## config.mk

```make
export PLATFORM = sky130hd
export DESIGN_NAME = fetch_sequencer
export DESIGN_NICKNAME = d
export VERILOG_FILES = /design/src/rtl/npc_pkg.sv /design/src/rtl/npc_target.sv /design/src/rtl/fetch_sequencer.sv
export SDC_FILE = /design/constraint.sdc
export NUM_CORES = 1
export LEC_CHECK = 0
export CAP_MARGIN = 20
export CORE_UTILIZATION = 52
export CTS_CLUSTER_SIZE = 12
export DETAILED_ROUTE_END_ITERATION = 8
export PLACE_DENSITY = 0.88
export SYNTH_ARGS = -nofsm -noshare
export SYNTH_HDL_FRONTEND = slang
export SYNTH_SLANG_ARGS = --single-unit
```

## constraint.sdc

```tcl
create_clock -name clk -period 7.3 [get_ports clk]
set_input_delay 1.46 -clock clk [delete_from_list [all_inputs] [get_ports clk]]
set_output_delay 1.46 -clock clk [all_outputs]
set_load 0.02 [all_outputs]
```

## src/rtl/npc_pkg.sv

```systemverilog
// Shared encodings for the fetch sequencer: next-PC select codes and FSM states.
package npc_pkg;

    localparam logic [1:0] NPC_PC4    = 2'b00;
    localparam logic [1:0] NPC_BRANCH = 2'b01;
    localparam logic [1:0] NPC_JMP    = 2'b10;
    localparam logic [1:0] NPC_REG    = 2'b11;

    typedef enum logic [1:0] {
        BOOT  = 2'b00,
        FETCH = 2'b01,
        ISSUE = 2'b10
    } state_t;

endpackage

```

## src/rtl/npc_target.sv

```systemverilog
// Combinational redirect decode: whether the issued instruction redirects, and where.
module npc_target
    import npc_pkg::*;
(
    input  logic [1:0]  npc_sel,
    input  logic        branch_taken,
    input  logic [31:0] pc4,
    input  logic [15:0] imm,
    input  logic [25:0] j_addr,
    input  logic [31:0] reg_target,
    output logic        taken,
    output logic [31:0] target
);

    logic [31:0] br_off;

    assign br_off = {{14{imm[15]}}, imm, 2'b00};

    always_comb begin
        taken  = 1'b0;
        target = pc4;
        case (npc_sel)
            NPC_BRANCH: begin
                taken  = branch_taken;
                target = pc4 + br_off;
            end
            NPC_JMP: begin
                taken  = 1'b1;
                target = {pc4[31:28], j_addr, 2'b00};
            end
            NPC_REG: begin
                taken  = 1'b1;
                target = reg_target & 32'hFFFF_FFFC;
            end
            default: begin
                taken  = 1'b0;
                target = pc4;
            end
        endcase
    end

endmodule

```

## src/rtl/fetch_sequencer.sv

```systemverilog
// Program counter owner: single-outstanding instruction fetch, issue to decode,
// and sequential/branch/jump/register redirects with an optional delay slot.
module fetch_sequencer
    import npc_pkg::*;
#(
    parameter logic [31:0] RESET_PC   = 32'h0000_0000,
    parameter int          DELAY_SLOT = 1
) (
    input  logic        clk,
    input  logic        rst,
    output logic        imem_req,
    output logic [31:0] imem_addr,
    input  logic        imem_ready,
    input  logic [31:0] imem_rdata,
    output logic        inst_valid,
    output logic [31:0] inst,
    output logic [31:0] inst_pc,
    output logic [31:0] pc4,
    input  logic        stall,
    input  logic [1:0]  npc_sel,
    input  logic        branch_taken,
    input  logic [15:0] imm,
    input  logic [25:0] j_addr,
    input  logic [31:0] reg_target,
    output logic        pend_valid
);

    state_t      state_q, state_d;
    logic [31:0] pc_q, pc_d;
    logic        pend_valid_q, pend_valid_d;
    logic [31:0] pend_target_q, pend_target_d;
    logic [31:0] inst_q, inst_d;
    logic [31:0] inst_pc_q, inst_pc_d;
    logic        imem_req_q, imem_req_d;
    logic        inst_valid_q, inst_valid_d;

    logic        taken;
    logic [31:0] target;

    assign pc4 = inst_pc_q + 32'd4;

    npc_target u_npc_target (
        .npc_sel      (npc_sel),
        .branch_taken (branch_taken),
        .pc4          (pc4),
        .imm          (imm),
        .j_addr       (j_addr),
        .reg_target   (reg_target),
        .taken        (taken),
        .target       (target)
    );

    always_comb begin
        state_d       = state_q;
        pc_d          = pc_q;
        pend_valid_d  = pend_valid_q;
        pend_target_d = pend_target_q;
        inst_d        = inst_q;
        inst_pc_d     = inst_pc_q;
        case (state_q)
            BOOT: state_d = FETCH;
            FETCH: begin
                if (imem_ready) begin
                    inst_d    = imem_rdata;
                    inst_pc_d = pc_q;
                    state_d   = ISSUE;
                end
            end
            ISSUE: begin
                if (!stall) begin
                    state_d = FETCH;
                    if (DELAY_SLOT != 0) begin
                        // The slot instruction's own redirect is dropped when one is already pending.
                        if (pend_valid_q) begin
                            pc_d         = pend_target_q;
                            pend_valid_d = 1'b0;
                        end else if (taken) begin
                            pend_target_d = target;
                            pend_valid_d  = 1'b1;
                            pc_d          = pc4;
                        end else begin
                            pc_d = pc4;
                        end
                    end else begin
                        pc_d = taken ? target : pc4;
                    end
                end
            end
            default: state_d = BOOT;
        endcase
        imem_req_d   = (state_d == FETCH);
        inst_valid_d = (state_d == ISSUE);
    end

    always_ff @(posedge clk or posedge rst) begin
        if (rst) begin
            state_q       <= BOOT;
            pc_q          <= RESET_PC;
            pend_valid_q  <= 1'b0;
            pend_target_q <= 32'h0;
            inst_q        <= 32'h0;
            inst_pc_q     <= 32'h0;
            imem_req_q    <= 1'b0;
            inst_valid_q  <= 1'b0;
        end else begin
            state_q       <= state_d;
            pc_q          <= pc_d;
            pend_valid_q  <= pend_valid_d;
            pend_target_q <= pend_target_d;
            inst_q        <= inst_d;
            inst_pc_q     <= inst_pc_d;
            imem_req_q    <= imem_req_d;
            inst_valid_q  <= inst_valid_d;
        end
    end

    assign imem_req   = imem_req_q;
    assign imem_addr  = pc_q;
    assign inst_valid = inst_valid_q;
    assign inst       = inst_q;
    assign inst_pc    = inst_pc_q;
    assign pend_valid = pend_valid_q;

endmodule
```

# After elaboration in Yosys (flattened, before gate mapping)
# Cells that the tools add are included.
[op_classes] add_sub_neg=2 n_eq_ne=7 muxes=8 bitwise=2 n_reduce_logical=5
[op_table] op="32-bit case mux with 3 select lines" n=1
[op_table] op="32-bit by 3-bit adder with 32-bit output, second input constant" n=1
[op_table] op="32-bit adder" n=1
[op_table] op="32-bit two-way mux" n=1
[op_table] op="2-bit == test, second input constant" n=4
[op_table] op="2-bit by 1-bit == test with 1-bit output, second input constant" n=3
[op_table] op="2-bit case mux with 3 select lines" n=1
[op_table] op="2-bit two-way mux" n=2
[op_table] op="2-bit AND reduction" n=2
[op_table] op="4-bit AND reduction" n=1
[op_table] op="2-bit logical NOT" n=1
[op_table] op="1-bit two-way mux" n=2
[op_table] op="1-bit inverter" n=2
[op_table] op="1-bit case mux with 2 select lines" n=1
[op_table] op="2-bit OR reduction" n=1
[word_totals] ff_bits=133 inputBits=113

# Longest topological paths before layout
[logic_depth] word_depth=5 ltp_mapped=16 depth_no_buf=16

# By module
# A second synthesis with hierarchy kept.
[unflattened] hier_cells=677 hier_area_um2=7925.1
[modules_own_cells] mod="fetch_sequencer" instances=1 cells_each=438 area_each_um2=5794.3
[modules_own_cells] mod="npc_target" instances=1 cells_each=239 area_each_um2=2130.8

# Least setup slack after synthesis
# OpenSTA, ideal clock, no wires.
[synth_path] path_type="reg2reg" from="register inst_pc_q[2], in the netlist inst_pc[2]" to="register pend_target_q[27]" arrival_time_ns=3.837 required_ns=7.169 slack_ns=3.331 stages_incl_launch_ff=16 n_path_buf=0 period_less_slack_ns=3.969 cell_sequence="dfrtp_1 > ha_1 > nand2_1 > nor3_1 > nand3_1 > xnor2_1 > ha_1 > a21o_1 > a21o_1 > a211oi_1 > o21ai_0 > a41oi_1 > a21oi_2 > a221oi_1 > mux2i_1 > a21oi_1"
[synth_via] elab_chain_cells=3
[synth_lines] element="start, declared" line="fetch_sequencer.sv:33" text="logic [31:0] inst_pc_q, inst_pc_d;"
[synth_lines] element="start signal, assigned" line="fetch_sequencer.sv:111" text="inst_pc_q <= inst_pc_d;"
[synth_lines] element="32-bit by 3-bit adder with 32-bit output" line="fetch_sequencer.sv:40" text="assign pc4 = inst_pc_q + 32'd4;"
[synth_lines] element="via pc4[16]" line="fetch_sequencer.sv:18" text="output logic [31:0] pc4,"
[synth_lines] element="32-bit adder" line="npc_target.sv:25" text="target = pc4 + br_off;"
[synth_lines] element="32-bit case mux with 3 select lines" line="npc_target.sv:22" text="case (npc_sel)"
[synth_lines] element="end signal, assigned" line="fetch_sequencer.sv:109" text="pend_target_q <= pend_target_d;"
[synth_lines] element="end, declared" line="fetch_sequencer.sv:31" text="logic [31:0] pend_target_q, pend_target_d;"
# The timed path passes the listed nets, and every way through them passes these cells.
# A chain may end at the register's enable or synchronous reset.

# Final worst setup path
[layout_path] from="register inst_pc_q[2], in the netlist inst_pc[2]" to="output port pc4[24]"
[layout_via] elab_chain_cells=1
[layout_lines] element="32-bit by 3-bit adder with 32-bit output" line="fetch_sequencer.sv:40"
[layout_lines] element="end, declared" line="fetch_sequencer.sv:18"
# Every way passes these cells.

==> summary.txt <==
Run status
  – Status: complete, no violations

Synth
  – Ys async rst share: 1.00
  – Share of the yosys chip area belonging to registers: 0.418
  – Area share of the largest cell type after synthesis: 0.418
  – Mapped Nets: approximately 970
  – Number of flops mapped to enable cells by yosys: 0
  – Yosys cell types: 63
  – Yosys warning count: 0
  – Flops & latches, synth: 133
  – Cells after Synth: about 820
  – Post-synth top area cell: dfrtp_1
  – Synth Cell Area: roughly 0.0080 mm²
  – Syn avg cell area: ~10 µm²
  – Top cells by area, synth: dfrtp_1, mux2_2, ha_1
  – Most common flop cell mapped by yosys: dfrtp_1

Critical path
  – Arrival @ worst endpoint: about 3.9 ns
  – CP max FO: 8
  – Crit. End Element: output port
  – CP Class: reg -> out
  – Worst EP required: slightly below 6 ns
  – Crit path launch type: flip-flop

Run
  – MaxCap Viol Count: 0

Power and ir drop
  – Cell Int Power: between 2 and 3 mW
  – Clock network power share: 0.199
  – P_leak: between 4 and 5 nW
  – Areal power density over the cells: about 420 mW/mm²
  – Flop pwr share: 0.280
  – Sw Pwr: 1.91 mW
  – Peak supply drop: 0.232 mV
  – Net Sw Frac: 0.406
  – Logic pwr share: 0.521

Timing
  – Min Tclk post-route: 5.34 ns
  – Worst-Margin Slew: around 1.1 ns
  – Tcrit/Tclk final: 0.732
  – Final hold violations: 0
  – RSZ-0062 raised after global routing: false
  – Fin. max-slew vios: 0
  – Setup TNS: 0 ns
  – Max Freq: around 190 MHz
  – Final Setup Violations: 0
  – Relative slew slack: 0.264
  – Clock skew: between 0.009 and 0.01 ns
  – Final WS setup: 1.96 ns

Hold path
  – HP Class: reg -> reg

Drt
  – Routed Wire Length: approximately 24 mm
  – Via-to-Cell Ratio: 5.78
  – Routed Antenna Nets: 0
  – Via count: approximately 7,200
  – # DRC: 0
  – Drt first pass iters: 5
  – Iteration-0 DRC Markers: between 500 and 600
  – WL per Instance: a little under 20 µm

Clock network
  – Worst-Skew Late Latency: about 0.42 ns
  – Clock root buffer: clkbuf_16
  – CTS buffer count: 17
  – Sink Count: between 100 and 150
  – Hold-fix buffers, CTS: 0
  – Post-CTS sizing: 0
  – H-tree Lvls: 4
  – Longest Clk Path Bufs: 2
  – TritonCTS clock tree: done
  – Post-CTS Setup Repair Bufs: 0
  – Clock Pin Slew Worst Setup and Hold Paths: ~0.06 ns

Global route
  – Vias in the first global route: about 7,000
  – GR Util All Layers: 0.306
  – Gr ovfl total: 0
  – Initial antenna violation count: 0
  – Largest net degree at the start of global routing: 76
  – First-pass GRT wire length: ~38 mm

Floorplanning
  – Die height: ~130 µm
  – I/O pin count: 244
  – Cell Rows: 44
  – Die area: ~0.016 mm²
  – Core area: ~0.015 mm²
  – Die X: between 100 and 150 µm
  – Initial core utilization: 0.540

Place
  – Detail Placement HPWL: 17.2 mm
  – Setup WS pre-CTS: ~2.5 ns
  – Dpl cells: about 1,200
  – GPL Wtd Cong: 0.954
  – Port Buf Inserts: 241
  – Cell Area, Placed: 0.0105 mm²

Final layout
  – Fin cells: between 1,000 and 1,500
  – Synthesis-to-finish area growth: 39.9%
  – Filler cells: between 1,000 and 1,500
  – Final Cell Area: approximately 0.011 mm²
  – Layout cells sized above 1: 0.121
  – Final nets: about 1,200
  – Fin util: 0.756
  – N_diodes: 0
[cell usage after synthesis, drive strengths merged (4+ instances only)]
master	number
nand4	9
a31oi	11
mux2	67
and2	4
clkbuf	33
o31ai	7
a21oi	41
a21o	20
nor2b	17
and3	8
o211ai	11
xnor2	31
buf	9
mux2i	36
ha	34
nor2	33
nand2b	7
o21ai	77
nand3	19
nor3	11
nand2	107
dfrtp	133
xor2	19
inv	19
or3	10
[critical path: stages, from the launching register on]
cell and delay (ns):
dfrtp_1 0.55, ha_1 0.33, nand2_1 0.16, nor4_1 0.70, nand2_1 0.21, nor2_1 0.31, nand2_1 0.12, xnor2_1 0.40
clkdlybuf4s50_1 0.69
[layout make-up]
type                       count  area [µm²]  area share
clock buffer                  17         425      0.0381
clock inverter                15         214      0.0192
inverter                      19        73.8     0.00662
multi-input combinational    624        4410       0.396
sequential                   133        3330       0.299
tap                          184         230      0.0206
timing repair buffer         249        2470       0.221
[kinds of logic (layout without fill, tap and decap cells)]
| logic type | after synthesis | after routing | synth area share |
|---|---|---|---|
| AOI/OAI and AO/OA | 196 | 196 | 0.150 |
| adders and majority gates | 35 | 35 | 0.0559 |
| DFF | 133 | 133 | 0.418 |
| and+or+nand+nor | 240 | 240 | 0.150 |
| buffers and inverters | 61 | 300 | 0.0297 |
| muxes | 103 | 103 | 0.140 |
| xor gates and xnor gates | 50 | 50 | 0.0568 |
[routing by layer]
| layer | global-route usage | routed length (µm) | vias to the layer above |
|---|---|---|---|
| li1 | - | - | 3378 |
| met1 | 0.408 | 10300 | 3451 |
| met2 | 0.506 | 11500 | 303 |
| met3 | 0.0438 | 1370 | 46 |
| met4 | 0.116 | 695 | 0 |
| met5 | 0 | 0 | - |
[cell usage in the layout, fill, tap and decap left out, drive strengths merged, types with 19 or more instances in the layout]
cell type        n
clkdlybuf4s50  240
dfrtp          133
nand2          107
o21ai           77
mux2            67
a21oi           41
mux2i           36
ha              34
nor2            33
xnor2           31
inv             27
a21o            20
nand3           19
xor2            19
[final timing paths]
check                                       from  slack (ns)                 to  cells after the start
worst max-delay path                  inst_pc[2]        1.96            pc4[24]                      8
worst min-delay path            pend_target_q[0]        0.47   pend_target_q[0]                      2
worst max register to register        inst_pc[2]        2.53  pend_target_q[29]                     15
worst min register to register  pend_target_q[0]        0.47   pend_target_q[0]                      2
max in group asynchronous                    rst        4.30           inst[10]                      3
min in group asynchronous                    rst        1.54           inst[22]                      2
[power groups by stage]
stage	clock network [mW]	registers, mW	logic (mW)
global route	0.983	1.36	2.61
detailed placement	0	1.32	2.42
CTS	0.940	1.31	2.45
global placement	0	1.30	2.37
floorplan	0	1.56	1.18
finish	0.935	1.32	2.45
[sequential cells by signal, summed over array words and instances, names as in the netlist]
register       flops
imem_addr         32
imem_req           1
inst              32
inst_pc           32
inst_valid         1
pend_target_q     32
pend_valid         1
state_q            2
[stage by stage]
stage / hold WS (ns) / total power, mW
2_1_floorplan: 0.438 / 2.74
3_3_place_gp: 0.450 / 3.67
3_5_place_dp: 0.456 / 3.75
4_1_cts: 0.470 / 4.70
5_1_grt: 0.513 / 4.95
6_report: 0.468 / 4.71
Note: power is estimated with default switching activity, not from simulation.
